**src/rtl/alu_rr_scheduler.sv**
```systemverilog
// -----------------------------------------------------------------------------
// alu_rr_scheduler
//   Shares one external 4-bit add/sub/XOR ALU between two requesters.
//   A round-robin arbiter grants one request in IDLE. The winner's operands are
//   latched, the ALU is driven for one EXEC cycle, and the sampled result is
//   returned on a single response channel tagged with the requester id.
//
// Ports:
//   clk, rst                 clock, synchronous active-high reset
//   req{0,1}_valid/_ready    request handshake per requester
//   req{0,1}_x/_y/_op        4-bit operands and 2-bit opcode per requester
//   resp_valid/_ready        response handshake
//   resp_id, resp_data       id of the issuing requester and 4-bit result
//   alu_x, alu_y             operands to the ALU (held in registers)
//   alu_f0, alu_f1           ALU function selects (op[0], op[1])
//   alu_out                  combinational ALU result
//   busy                     high whenever the FSM is not in IDLE
//   op_count                 completed-response counter (wraps)
// -----------------------------------------------------------------------------
module alu_rr_scheduler #(
  parameter int CNT_W = 8
) (
  input  logic             clk,
  input  logic             rst,
  input  logic             req0_valid,
  output logic             req0_ready,
  input  logic [3:0]       req0_x,
  input  logic [3:0]       req0_y,
  input  logic [1:0]       req0_op,
  input  logic             req1_valid,
  output logic             req1_ready,
  input  logic [3:0]       req1_x,
  input  logic [3:0]       req1_y,
  input  logic [1:0]       req1_op,
  output logic             resp_valid,
  input  logic             resp_ready,
  output logic             resp_id,
  output logic [3:0]       resp_data,
  output logic [3:0]       alu_x,
  output logic [3:0]       alu_y,
  output logic             alu_f0,
  output logic             alu_f1,
  input  logic [3:0]       alu_out,
  output logic             busy,
  output logic [CNT_W-1:0] op_count
);

  typedef enum logic [1:0] {
    S_IDLE = 2'b00,
    S_EXEC = 2'b01,
    S_RESP = 2'b10
  } state_t;

  state_t           r_state;
  state_t           w_next_state;
  logic             r_last_grant;
  logic [3:0]       r_x;
  logic [3:0]       r_y;
  logic [1:0]       r_op;
  logic             r_id;
  logic [3:0]       r_resp_data;
  logic             r_resp_id;
  logic [CNT_W-1:0] r_op_count;

  logic             w_accept;
  logic             w_winner;
  logic             w_resp_hs;

  // Next-state logic, arbitration and handshake outputs.
  // All handshake outputs are forced low while rst is high so nothing is
  // accepted or reported during the reset cycle.
  always_comb begin
    w_next_state = r_state;
    w_accept     = 1'b0;
    w_winner     = 1'b0;
    req0_ready   = 1'b0;
    req1_ready   = 1'b0;
    resp_valid   = 1'b0;
    busy         = 1'b0;
    case (r_state)
      S_IDLE: begin
        // With both valid, the requester that did not win last time wins.
        if (req0_valid && req1_valid) begin
          w_winner = ~r_last_grant;
        end else begin
          w_winner = req1_valid;
        end
        if (!rst && (req0_valid || req1_valid)) begin
          w_accept     = 1'b1;
          req0_ready   = ~w_winner;
          req1_ready   = w_winner;
          w_next_state = S_EXEC;
        end else begin
          w_next_state = S_IDLE;
        end
      end
      S_EXEC: begin
        busy         = ~rst;
        w_next_state = S_RESP;
      end
      S_RESP: begin
        busy       = ~rst;
        resp_valid = ~rst;
        if (resp_ready) begin
          w_next_state = S_IDLE;
        end else begin
          w_next_state = S_RESP;
        end
      end
      default: begin
        w_next_state = S_IDLE;
      end
    endcase
  end

  assign w_resp_hs = resp_valid & resp_ready;

  // FSM state register.
  always_ff @(posedge clk) begin
    if (rst) begin
      r_state <= S_IDLE;
    end else begin
      r_state <= w_next_state;
    end
  end

  // Operand latch, result capture, arbitration history and completion counter.
  always_ff @(posedge clk) begin
    if (rst) begin
      r_last_grant <= 1'b1;
      r_x          <= 4'h0;
      r_y          <= 4'h0;
      r_op         <= 2'b00;
      r_id         <= 1'b0;
      r_resp_data  <= 4'h0;
      r_resp_id    <= 1'b0;
      r_op_count   <= {CNT_W{1'b0}};
    end else begin
      if (w_accept) begin
        r_last_grant <= w_winner;
        r_id         <= w_winner;
        r_x          <= w_winner ? req1_x  : req0_x;
        r_y          <= w_winner ? req1_y  : req0_y;
        r_op         <= w_winner ? req1_op : req0_op;
      end
      if (r_state == S_EXEC) begin
        r_resp_data <= alu_out;
        r_resp_id   <= r_id;
      end
      if (w_resp_hs) begin
        r_op_count <= r_op_count + {{(CNT_W-1){1'b0}}, 1'b1};
      end
    end
  end

  assign alu_x     = r_x;
  assign alu_y     = r_y;
  assign alu_f0    = r_op[0];
  assign alu_f1    = r_op[1];
  assign resp_data = r_resp_data;
  assign resp_id   = r_resp_id;
  assign op_count  = r_op_count;

endmodule

```
**config.mk**
```make
export PLATFORM = sky130hd
export DESIGN_NAME = alu_rr_scheduler
export DESIGN_NICKNAME = d
export VERILOG_FILES = /design/src/rtl/alu_rr_scheduler.sv
export SDC_FILE = /design/constraint.sdc
export NUM_CORES = 1
export LEC_CHECK = 0
export CAP_MARGIN = 20
export CORE_ASPECT_RATIO = 1.2
export CORE_MARGIN = 4
export CORE_UTILIZATION = 44
export DETAILED_ROUTE_END_ITERATION = 7
export PLACE_DENSITY_LB_ADDON = 0.05
export SLEW_MARGIN = 20
export SYNTH_ARGS = -nofsm -noshare
export SYNTH_HDL_FRONTEND = slang
export SYNTH_SLANG_ARGS = --single-unit
```
**constraint.sdc**
```tcl
create_clock -name clk -period 2.5 [get_ports clk]
set_input_delay 0.5 -clock clk [delete_from_list [all_inputs] [get_ports clk]]
set_output_delay 0.5 -clock clk [all_outputs]
set_load 0.03 [all_outputs]
```
==> flow_metrics.tcl, run 1 <==
set metrics [dict create \
    status "completed" \
    fp.dieW_um 56.39 \
    synthAdderAreaFrac 0.05061 \
    netlist_top_cells_count "27 x dfxtp_1, 20 x nor2_1, 13 x nand3_1" \
    post_drt_via_cell_ratio 5.399 \
    period_needed_ns 2.076 \
    yosys.area_share.simple 0.2298 \
    cts_buffer_depth 2 \
    worstPathArrival_ns 1.58 \
    path_delay_family "buffers and inverters" \
    cts.clk_slew.worst_paths_ns 0.14 \
    area_delta_synth_final_pct 49.09 \
    synth_area_per_cell_sq_um 8.467 \
    postCtsHoldBufs 0 \
    antenna_left 0 \
    worstPathCellList "clkdlybuf4s50_1 -> buf_4 -> nor2b_1 -> buf_4" \
    grt_max_degree 22 \
    ys_ff_latch 27 \
    cts.repair.resized 0 \
    fp.dieH_um 66.07 \
    cp-startpoint "rst" \
    finalWeightedCongestion 0.7360 \
    synthFlopType "dfxtp_1" \
    r2r_start "r_state[0]" \
    drv_slew 0 \
    initial_core_util 0.4750 \
    drive_gt1_frac 0.07000 \
    antenna-diode-count 0 \
    ios 56 \
    final_nets 235 \
    fin_worst_skew_ns 0.001604 \
    tns_ns 0 \
    clock.fmax_mhz 481.7 \
    netlist_area_sq_um 1236 \
    drt_iter0_drc 36 \
    synth_compound_area_frac 0.1731 \
    crit_fanout 13 \
    yosys.area_share.xor_xnor 0.01417 \
    rr_worst_depth 5 \
    path_buf_inv 3 \
    hold_viol_final 0 \
    start_kind "input port" \
    post_cts_buffers 0 \
    vias 1258 \
    routed_wl_mm 3.088 \
    cts-htree-levels 1 \
    synth_edf_count 0 \
    fin_crit_sh 0.8303 \
    cts-root-buf "clkbuf_4" \
    synthTopCellsByArea "dfxtp_1 44%, a311oi_1 7.1%, nor2_1 6.1%" \
    power_leakage_nw 0.6791 \
    syn_inst 146 \
    drc 0 \
    design.core.area_sq_um 2603 \
    yosys.cell_count.top_type "dfxtp_1" \
    grt_pass1_wl_mm 5.195 \
    endpoint "busy" \
    muxShareOfSynthArea 0.04858 \
    dieArea_sq_um 3725 \
    powerDensity_nw_per_um2 533.0 \
    cts_sinks 27 \
    syn-num-nets 180 \
    cp_slowest_cell "clkdlybuf4s50_1" \
    avgRoutedWirePerCell_um 13.25 \
    fin_total_pwr_uw 982.4 \
    first_global_vias 1242 \
    cts_buffers 3 \
    yosysWarnings 0 \
    r2r_slack_ns 0.78 \
    worst_slack_ns 0.4242 \
    max_stage_delay_ns 0.60 \
    grt-ovfl-total 0 \
    max_slew_margin 0.5601 \
    cp_num_cells 4 \
    rsz0062_at_grt "no" \
    place.detailed.hpwl_mm 2.461 \
    vdd_drop_max_uv 344.1 \
    worstSetupPathType "in2out" \
    crit_top_cell "buf_4" \
    rows 20 \
    drv_cap 0 \
    ys_seq_area_frac 0.4372 \
    post-synth-top-area-fraction 0.4372 \
    r2r-end "alu_y[1]" \
    critPathCaptureType "output pin" \
    synth_top_family_by_area "simple AND/OR/NAND/NOR gates" \
    grt_use_total 0.1731 \
    synth_cell_types 27 \
    min_path_type "reg2reg" \
    cts_tree "yes" \
    ys_async_sr_fraction 0 \
    yosys.area.top_type "dfxtp_1" \
    io_buffers 55 \
    place_ws_ns 0.4248 \
    drt-pass1-iter-count 4 \
    antenna_found_initial 0 \
    tightest_slew_ns 0.6599 \
    clkLatencyLatePin_ns 0.32 \
    cp_data_required_time_ns 2.00 \
    finalSetupViolations 0 \
]
[worst min-delay path by stage]
stage          startpoint    to  slack [ns]  depth (start not counted)
6_report             r_id  r_id        0.48                          2
4_1_cts              r_id  r_id        0.48                          2
3_5_place_dp         r_id  r_id        0.46                          2
2_1_floorplan        r_id  r_id        0.44                          2
3_3_place_gp         r_id  r_id        0.45                          2
5_1_grt              r_id  r_id        0.51                          2
[metal layers]
layer / GRT usage / vias to the layer above / part of all wire
met5: 0 / - / 0
met4: 0.06231 / 0 / 0.0058
met3: 0.05078 / 2 / 0.087
met2: 0.3582 / 42 / 0.54
met1: 0.1544 / 586 / 0.37
li1: - / 628 / -
[report_power, final]
part | total (mW) | internal, mW | switching [mW] | leakage [nW]
registers | 0.485 | 0.465 | 0.0200 | 0.221
clock network | 0.187 | 0.0624 | 0.125 | 0.0150
logic | 0.310 | 0.143 | 0.167 | 0.443
[cells in the final DEF (no fill, tap or decap), drive strengths merged, types with 4 or more instances in the layout]
cell,instances
a21oi,7
a311oi,10
buf,9
clkbuf,4
clkdlybuf4s50,51
dfxtp,27
ha,5
inv,5
mux2i,6
nand2,9
nand3,13
nor2,20
o21ai,12
[logic make-up after synthesis]
kind of cell	after synthesis
AOI/OAI and AO/OA	33
and+or+nand+nor	58
DFF	27
muxes	6
buffers and inverters	15
adders and majority gates	5
xor gates and xnor gates	2
[stage by stage]
stage | util | instances | instance area [sq um] | hold slack (ns)
final | 0.7082 | 233 | 1843 | 0.4801
after global routing | 0.7082 | 233 | 1843 | 0.5104
after CTS | 0.7082 | 233 | 1843 | 0.4821
after detailed placement | 0.6981 | 229 | 1817 | 0.4630
after global placement | 0.6981 | 229 | 1817 | 0.4541
after floorplan | - | 146 | 1236 | 0.4360
[worst reg2reg max path: stages (launching register included)]
cell and delay (ns):
dfxtp_1 0.37, inv_1 0.09, ha_1 0.22, o21a_1 0.58
nor2_1 0.09, a311oi_1 0.28
[state kept, by name, indices dropped and copies added (netlist names)]
register,flops
alu_y,4
r_op,2
resp_id,1
r_last_grant,1
op_count,8
r_id,1
alu_x,4
r_state,2
resp_data,4
[final cells by class]
class	count	area, sq um
clock buffer	4	26.28
fill	217	759.5
inverter	5	18.77
multi-input combinational	104	638.1
sequential	27	540.5
tap	33	41.29
timing repair buffer	60	578.1
(Power assumes the default switching activity.)
==> inputs of run 2 (changes only) <==
--- a/config.mk
+++ b/config.mk
@@ -8,7 +8,7 @@
 export CAP_MARGIN = 20
 export CORE_ASPECT_RATIO = 1.2
 export CORE_MARGIN = 4
-export CORE_UTILIZATION = 44
+export CORE_UTILIZATION = 41
 export DETAILED_ROUTE_END_ITERATION = 7
 export PLACE_DENSITY_LB_ADDON = 0.05
 export SLEW_MARGIN = 20
==> constraint.sdc (replaced) <==
create_clock -name clk -period 2 [get_ports clk]
set_input_delay 0.4 -clock clk [delete_from_list [all_inputs] [get_ports clk]]
set_output_delay 0.4 -clock clk [all_outputs]
set_load 0.03 [all_outputs]
==> flow_metrics.tcl, run 2 (synthesis gave the netlist of run 1 again) <==
set metrics [dict create \
    max_slew_margin 0.7725 \
    drc 0 \
    power_leakage_nw 0.6848 \
    status "completed" \
    cts-root-buf "clkbuf_4" \
    rr_worst_depth 5 \
    avgRoutedWirePerCell_um 13.23 \
    area_delta_synth_final_pct 50.51 \
    first_global_vias 1248 \
    r2r_slack_ns 0.37 \
    clkLatencyLatePin_ns 0.32 \
    cts_buffers 3 \
    worstHoldStart "r_id" \
    min_path_type "reg2reg" \
    dp_cells 231 \
    antenna-diode-count 0 \
    vdd_drop_max_uv 420.4 \
    final_nets 236 \
    grt_pass1_wl_mm 5.064 \
    start_kind "flop" \
    finalInstanceArea_sq_um 1861 \
    final.hold.worst_slack_ns 0.4693 \
    p_comb_frac 0.317 \
    fin_worst_skew_ns 0.006208 \
    rows 21 \
    critPathCaptureType "output pin" \
    r2r-end "op_count[7]" \
    drt-pass1-iter-count 4 \
    worst_slack_ns 0.1100 \
    swShare 0.3202 \
    io_buffers 55 \
    tightest_slew_ns 0.3405 \
    place.detailed.hpwl_mm 2.352 \
    tns_ns 0 \
    drive_gt1_frac 0.08955 \
    fp.dieW_um 58.13 \
    hold_viol_final 0 \
    drt_iter0_drc 44 \
    cts.clk_slew.worst_paths_ns 0.15 \
    grt-ovfl-total 0 \
    routed_wl_mm 3.110 \
    final_cell_mix "51 x clkdlybuf4s50_1, 26 x dfxtp_1, 20 x nor2_1" \
    crit_fanout 5 \
    cts_buffer_depth 2 \
    finalSetupViolations 0 \
    grt_use_total 0.1636 \
    r2r_start "r_state[0]" \
    worstSetupPathType "reg2out" \
    hold_depth 2 \
    finalWeightedCongestion 0.7051 \
    drv_cap 0 \
    drv_slew 0 \
    largest_reg_flops 8 \
    fp.dieH_um 68.15 \
    nFillCells 239 \
    p_sw_uw 395.9 \
    powerDensity_nw_per_um2 664.5 \
    cts-htree-levels 1 \
    cts_tree "yes" \
    design.core.area_sq_um 2838 \
    rsz0062_at_grt "no" \
    ios 56 \
    fin_crit_sh 0.9450 \
    place_ws_ns 0.1574 \
    vias 1243 \
    p_int_uw 840.4 \
    clockPowerShare 0.192 \
    post_drt_via_cell_ratio 5.289 \
    worstPathArrival_ns 1.49 \
    grt_max_degree 23 \
    period_needed_ns 1.890 \
    clock.fmax_mhz 529.1 \
    post_dp_cell_area_sq_um 1826 \
    antenna_left 0 \
    initial_core_util 0.4356 \
    p_seq_frac 0.491 \
    antenna_found_initial 0 \
    cp_data_required_time_ns 1.60 \
    postCtsHoldBufs 0 \
    cts_sinks 27 \
    dieArea_sq_um 3961 \
    fin_cells 235 \
    final_common_cell "clkdlybuf4s50_1" \
    whs_endpoint "r_id" \
]
## run 2: cell count changes in the layout (fill, tap and decap cells not counted), sizes merged
cell,change
buf,+1
## run 2: worst max-delay path by stage
stage,startpoint,endpoint,depth (start not counted)
floorplan,r_state[0],req1_ready,6
global placement,rst,resp_valid,4
detailed placement,rst,resp_valid,4
CTS,r_state[0],req1_ready,6
global route,r_state[1],req1_ready,6
finish,r_state[0],req1_ready,6
## run 2: area by class of cell
class	count	area, sq um	share of cell area
multi-input cells	104	645.6	0.3470
clock buffers	4	26.28	0.01412
well taps	34	42.54	0.02286
inverters	5	18.77	0.01009
repair buffers	61	585.6	0.3147
flip-flops and latches	27	541.8	0.2912
## run 2: critical path, cell delays in order (launching register included)
cell     delay [ns]
dfxtp_2        0.37
inv_1          0.09
ha_2           0.22
and2_1         0.16
nand2_1        0.07
nor2_1         0.10
buf_4          0.17
## run 2: power groups by stage
stage	combinational (mW)	clock, mW	sequential [mW]
after global routing	0.423	0.270	0.614
final	0.392	0.237	0.607
after detailed placement	0.391	0	0.619
after floorplan	0.149	0	0.685
after global placement	0.385	0	0.616
after CTS	0.393	0.245	0.607
## run 2: per-layer routing
layer / up-vias / wire, um / track usage
met1: 572 / 1231 / 0.1640
li1: 626 / - / -
met2: 43 / 1631 / 0.3234
met4: 0 / 16 / 0.05797
met5: - / 0 / 0
met3: 2 / 231 / 0.03962
## run 2: timing repair
action / in CTS / in global routing
gates resized for setup: 0 / 3
setup buffers: 0 / 0
endpoints found under the setup margin: 0 / 3
## run 2: metrics by stage
stage | power (mW) | utilization
floorplan | 0.8336 | -
global placement | 1.001 | 0.6433
detailed placement | 1.010 | 0.6433
CTS | 1.246 | 0.6526
global route | 1.308 | 0.6556
finish | 1.236 | 0.6556
==> inputs of run 3 (changes only) <==
--- a/config.mk
+++ b/config.mk
@@ -10,7 +10,9 @@
 export CORE_MARGIN = 4
 export CORE_UTILIZATION = 41
 export DETAILED_ROUTE_END_ITERATION = 7
+export GPL_ROUTABILITY_DRIVEN = 0
 export PLACE_DENSITY_LB_ADDON = 0.05
+export SETUP_SLACK_MARGIN = 0.5
 export SLEW_MARGIN = 20
 export SYNTH_ARGS = -nofsm -noshare
 export SYNTH_HDL_FRONTEND = slang
==> flow_metrics.tcl, run 3 (synthesis gave the netlist of run 1 again) <==
set metrics [dict create \
    tightest_slew_ns 0.3049 \
    r2r_slack_ns 0.34 \
    cts-htree-levels 1 \
    fp.dieW_um 58.13 \
    place.detailed.hpwl_mm 2.437 \
    final_common_cell "clkdlybuf4s50_1" \
    drv_cap 0 \
    ios 56 \
    status "completed" \
    post_dp_cell_area_sq_um 1843 \
    cts_sinks 27 \
    tns_ns 0 \
    antenna_left 0 \
    drive_gt1_frac 0.3286 \
    cts.clk_slew.worst_paths_ns 0.16 \
    grt-ovfl-total 0 \
    critPathCaptureType "output pin" \
    drc 0 \
    nFillCells 251 \
    hold_viol_final 0 \
    routed_wl_mm 3.361 \
    clock.fmax_mhz 559.6 \
    r2r_start "r_state[0]" \
    rsz0062_at_grt "yes" \
    max_slew_margin 0.7963 \
    design.core.area_sq_um 2838 \
    vias 1286 \
    initial_core_util 0.4356 \
    finalSetupViolations 0 \
    min_path_type "reg2reg" \
    drt-pass1-iter-count 4 \
    antenna-diode-count 0 \
    fin_crit_sh 0.8935 \
    power_leakage_nw 0.7939 \
    rr_worst_depth 8 \
    final_cell_mix "25 x clkdlybuf4s50_1, 20 x dfxtp_1, 19 x nor2_1" \
    fin_worst_skew_ns 0.01265 \
    powerDensity_nw_per_um2 642.4 \
    dieArea_sq_um 3961 \
    post_drt_via_cell_ratio 5.270 \
    cts_buffer_depth 2 \
    worstHoldStart "r_id" \
    crit_fanout 3 \
    cts-root-buf "clkbuf_4" \
    final_nets 245 \
    rows 21 \
    period_needed_ns 1.787 \
    drv_slew 0 \
    worstSetupPathType "reg2out" \
    endpoint "req1_ready" \
    avgRoutedWirePerCell_um 13.77 \
    area_delta_synth_final_pct 60.83 \
    cp_slowest_cell "dfxtp_4" \
    first_global_vias 1232 \
    vdd_drop_max_uv 407.9 \
    worstPathArrival_ns 1.39 \
    finalInstanceArea_sq_um 1988 \
    grt_use_total 0.1677 \
    cp-startpoint "r_state[1]" \
    largest_reg_flops 8 \
    worstPathCellList "inv_4 -> ha_4 -> and2_4 -> nand2_2 -> nor2_2 -> buf_6" \
    cts_tree "yes" \
    fp.dieH_um 68.15 \
    cp_data_required_time_ns 1.60 \
    cts_buffers 3 \
    drt_iter0_drc 29 \
    clkLatencyLatePin_ns 0.33 \
    grt_pass1_wl_mm 5.154 \
    io_buffers 55 \
    antenna_found_initial 0 \
    grt_max_degree 22 \
    max_stage_delay_ns 0.39 \
    start_kind "flop" \
    r2r-end "op_count[5]" \
    worst_slack_ns 0.2130 \
    place_ws_ns 0.1995 \
]
## run 3: cell types whose count changed in the layout (fill, tap and decap cells not counted), sizes merged
cell           previous run  this run
clkinvlp                  0         1
clkdlybuf4s50            51        25
clkdlybuf4s15             0         8
dlymetal6s2s              0         1
buf                      10        19
dlygate4sd2               0         2
clkdlybuf4s18             0         1
clkbuf                    4        17
## run 3: cell type report
cell class / instances / area, sq um / share of cell area
multi-input combinational: 104 / 728.2 / 0.3663
timing repair buffer: 70 / 611.8 / 0.3077
sequential: 27 / 551.8 / 0.2775
tap: 34 / 42.54 / 0.02140
inverter: 5 / 23.77 / 0.01196
clock buffer: 3 / 22.52 / 0.01133
clock inverter: 1 / 7.507 / 0.003776
## run 3: through the flow
stage,cells,utilization,total power [mW],hold WS [ns]
final,244,0.7006,1.277,0.4681
after global routing,244,0.7006,1.345,0.5046
after CTS,239,0.6834,1.271,0.4682
after detailed placement,232,0.6495,1.014,0.4480
after global placement,232,0.6495,1.004,0.4508
after floorplan,146,-,0.8364,0.4360
## run 3: layer usage
metal  track usage  vias to the layer above  share of wire  wire (um)
met4       0.06667                        0          0.011         37
li1              -                      647              -          -
met1        0.1691                      594           0.38       1281
met3       0.03962                        4          0.061        204
met5             0                        -              0          0
met2        0.3277                       41           0.55       1838
## run 3: critical path, delay by kind of cell (launching register included)
family / cells / cell delay, ns
flip-flops: 1 / 0.39
adder cells (fa/ha/maj): 1 / 0.16
AND/OR/NAND/NOR: 3 / 0.32
buffers and inverters: 2 / 0.19
## run 3: how the worst min path moves through the flow
stage          depth (start not counted)   end  slack, ns
6_report                               2  r_id       0.47
2_1_floorplan                          2  r_id       0.44
3_3_place_gp                           2  r_id       0.45
4_1_cts                                2  r_id       0.47
3_5_place_dp                           2  r_id       0.45
5_1_grt                                2  r_id       0.50
## run 3: report_power, final
part | switching [mW] | internal, mW | leakage [nW]
clock network | 0.170 | 0.0764 | 0.0139
logic | 0.231 | 0.191 | 0.555
registers | 0.0271 | 0.581 | 0.225
## run 3: repair_timing
action,in CTS,in global routing
setup buffers,3,5
gates resized for setup,68,38
hold buffers,0,0
setup endpoints to repair,40,35
pin swaps,2,7
==> variant: new RTL, config.mk and constraints of run 2 <==
Change the parameter `CNT_W` from 8 to 6.
--- a/src/rtl/alu_rr_scheduler.sv
+++ b/src/rtl/alu_rr_scheduler.sv
@@ -18,7 +18,7 @@
 //   op_count                 completed-response counter (wraps)
 // -----------------------------------------------------------------------------
 module alu_rr_scheduler #(
-  parameter int CNT_W = 8
+  parameter int CNT_W = 6
 ) (
   input  logic             clk,
   input  logic             rst,
Ports: changed (resized op_count); port bits go from 56 to 54. The function was not compared with the original's and may differ.
==> variant against run 2 <==
- setup slack got worse by 0.0018 ns
- sequential power fell by 6.6%
- cell area is 0.61% higher
- sequential share of layout area shrank 2.3 points
- sequential cell count is 2 lower
- synthesized area down 0.30%
- wire length is 0.68% lower
- power is 0.47% lower
==> variant: results (changes against run 2) <==
Status: completed (unchanged)
Fill count: 241 (was 239)
# port buffers: 53 (was 55)
Leakage: 0.6965 nW (was 0.6848 nW)
M1 wire length: 1.252 mm (was 1.231 mm)
Dpl hpwl: 2.370 mm (was 2.352 mm)
Max stage delay on crit path: 0.64 ns (was 0.37 ns)
Adder-Cell Fraction of Synth Area: 5.076% (was 5.061%)
Sw power: 0.4020 mW (was 0.3959 mW)
Sequential Power Share: 46.1% (was 49.1%)
Setup WS pre-CTS: -0.03375 ns (was 0.1574 ns)
Final worst path period share: 94.59% (was 94.50%)
GR Util met2: 31.21% (was 32.34%)
GPL Wtd Cong: 0.8021 (was 0.7051)
PD cells: 657.4 mW/mm2 (was 664.5 mW/mm2)
Clock transition at path regs: 0.13 ns (was 0.15 ns)
Met2 WL: 1.632 mm (was 1.631 mm)
Max VDD drop: 0.3582 mV (was 0.4204 mV)
CP Max Fanout: 10 (was 5)
Final Skew: 0.001695 ns (was 0.006208 ns)
Total track usage: 16.38% (was 16.36%)
Worst r2r src: r_state[1] (was r_state[0])
CP Launch Point: rst (was r_state[0])
Top cells by area, synth: dfxtp_1, a211oi_2, nor3b_1 (was dfxtp_1, a311oi_1, nor2_1)
Worst setup endpoint: busy (was req1_ready)
Reg2reg setup slack: 0.48 ns (was 0.37 ns)
R2R cell count: 6 (was 5)
GR met3 Demand/Resource: 3.208% (was 3.962%)
First-pass GRT wire length: 5.009 mm (was 5.064 mm)
First DRT Iteration DRCs: 50 (was 44)
Number of global-route vias before repair: 1176 (was 1248)
Post-synthesis xor/xnor area fraction: 1.421% (was 1.417%)
Share of cells above drive strength 1: 17.55% (was 8.955%)
Clk power: 0.226 mW (was 0.237 mW)
Post-synth top cells: dfxtp_1, nor3b_1, nor3_1 (was dfxtp_1, nor2_1, nand3_1)
Synth Area in Compound Gates: 20.41% (was 17.31%)
Wire per inst: 13.91 um (was 13.23 um)
Post-synth net total: 166 (was 180)
Largest net degree at the start of global routing: 15 (was 23)
GRT met1 Usage: 17.05% (was 16.40%)
Post-layout nets: 223 (was 236)
Post-cts repair resize count: 7 (was 0)
Final wirelength: 3.089 mm (was 3.110 mm)
Hold Slack: 0.4638 ns (was 0.4693 ns)
Seq/Total Area, Yosys: 40.61% (was 43.72%)
Slowest-stage cell, CP: clkdlybuf4s50_1 (was dfxtp_2)
Netlist cell types: 30 (was 27)
Worst slew margin: 69.53% (was 77.25%)
Multiplexer share of the synthesized area: 4.061% (was 4.858%)
WS Path Type: input pin to primary output (was flip-flop to primary output)
Post-synthesis cell count: 132 (was 146)
==> variant: cell types whose count changed in the layout (fill, tap and decap cells not counted), sizes merged, moves of 3 or more <==
cell / run 2 / this run
o21bai: 0 / 10
nand3: 13 / 2
clkdlybuf4s50: 51 / 48
a211oi: 0 / 10
o21ai: 12 / 3
nand2: 9 / 6
nor2: 20 / 11
a311oi: 10 / 0
nor3b: 2 / 12
nor3: 2 / 11
==> variant: kinds of logic (layout without fill, tap and decap cells) <==
logic type / after synthesis / after routing
AO/OA/AOI/OAI: 31 / 31
flip-flops: 25 / 25
buffers and inverters: 12 / 68
AND/OR/NAND/NOR: 52 / 52
adder cells (fa/ha/maj): 5 / 5
multiplexers: 5 / 5
XOR/XNOR: 2 / 2
==> variant: layout make-up <==
type,instances,area (um2),share of cell area (%)
multi-input combinational,95,698.2,37.30
tap,34,42.54,2.273
clock buffer,3,22.52,1.203
inverter,3,11.26,0.6016
sequential,25,501.7,26.80
clock inverter,1,5.005,0.2674
timing repair buffer,61,590.6,31.55
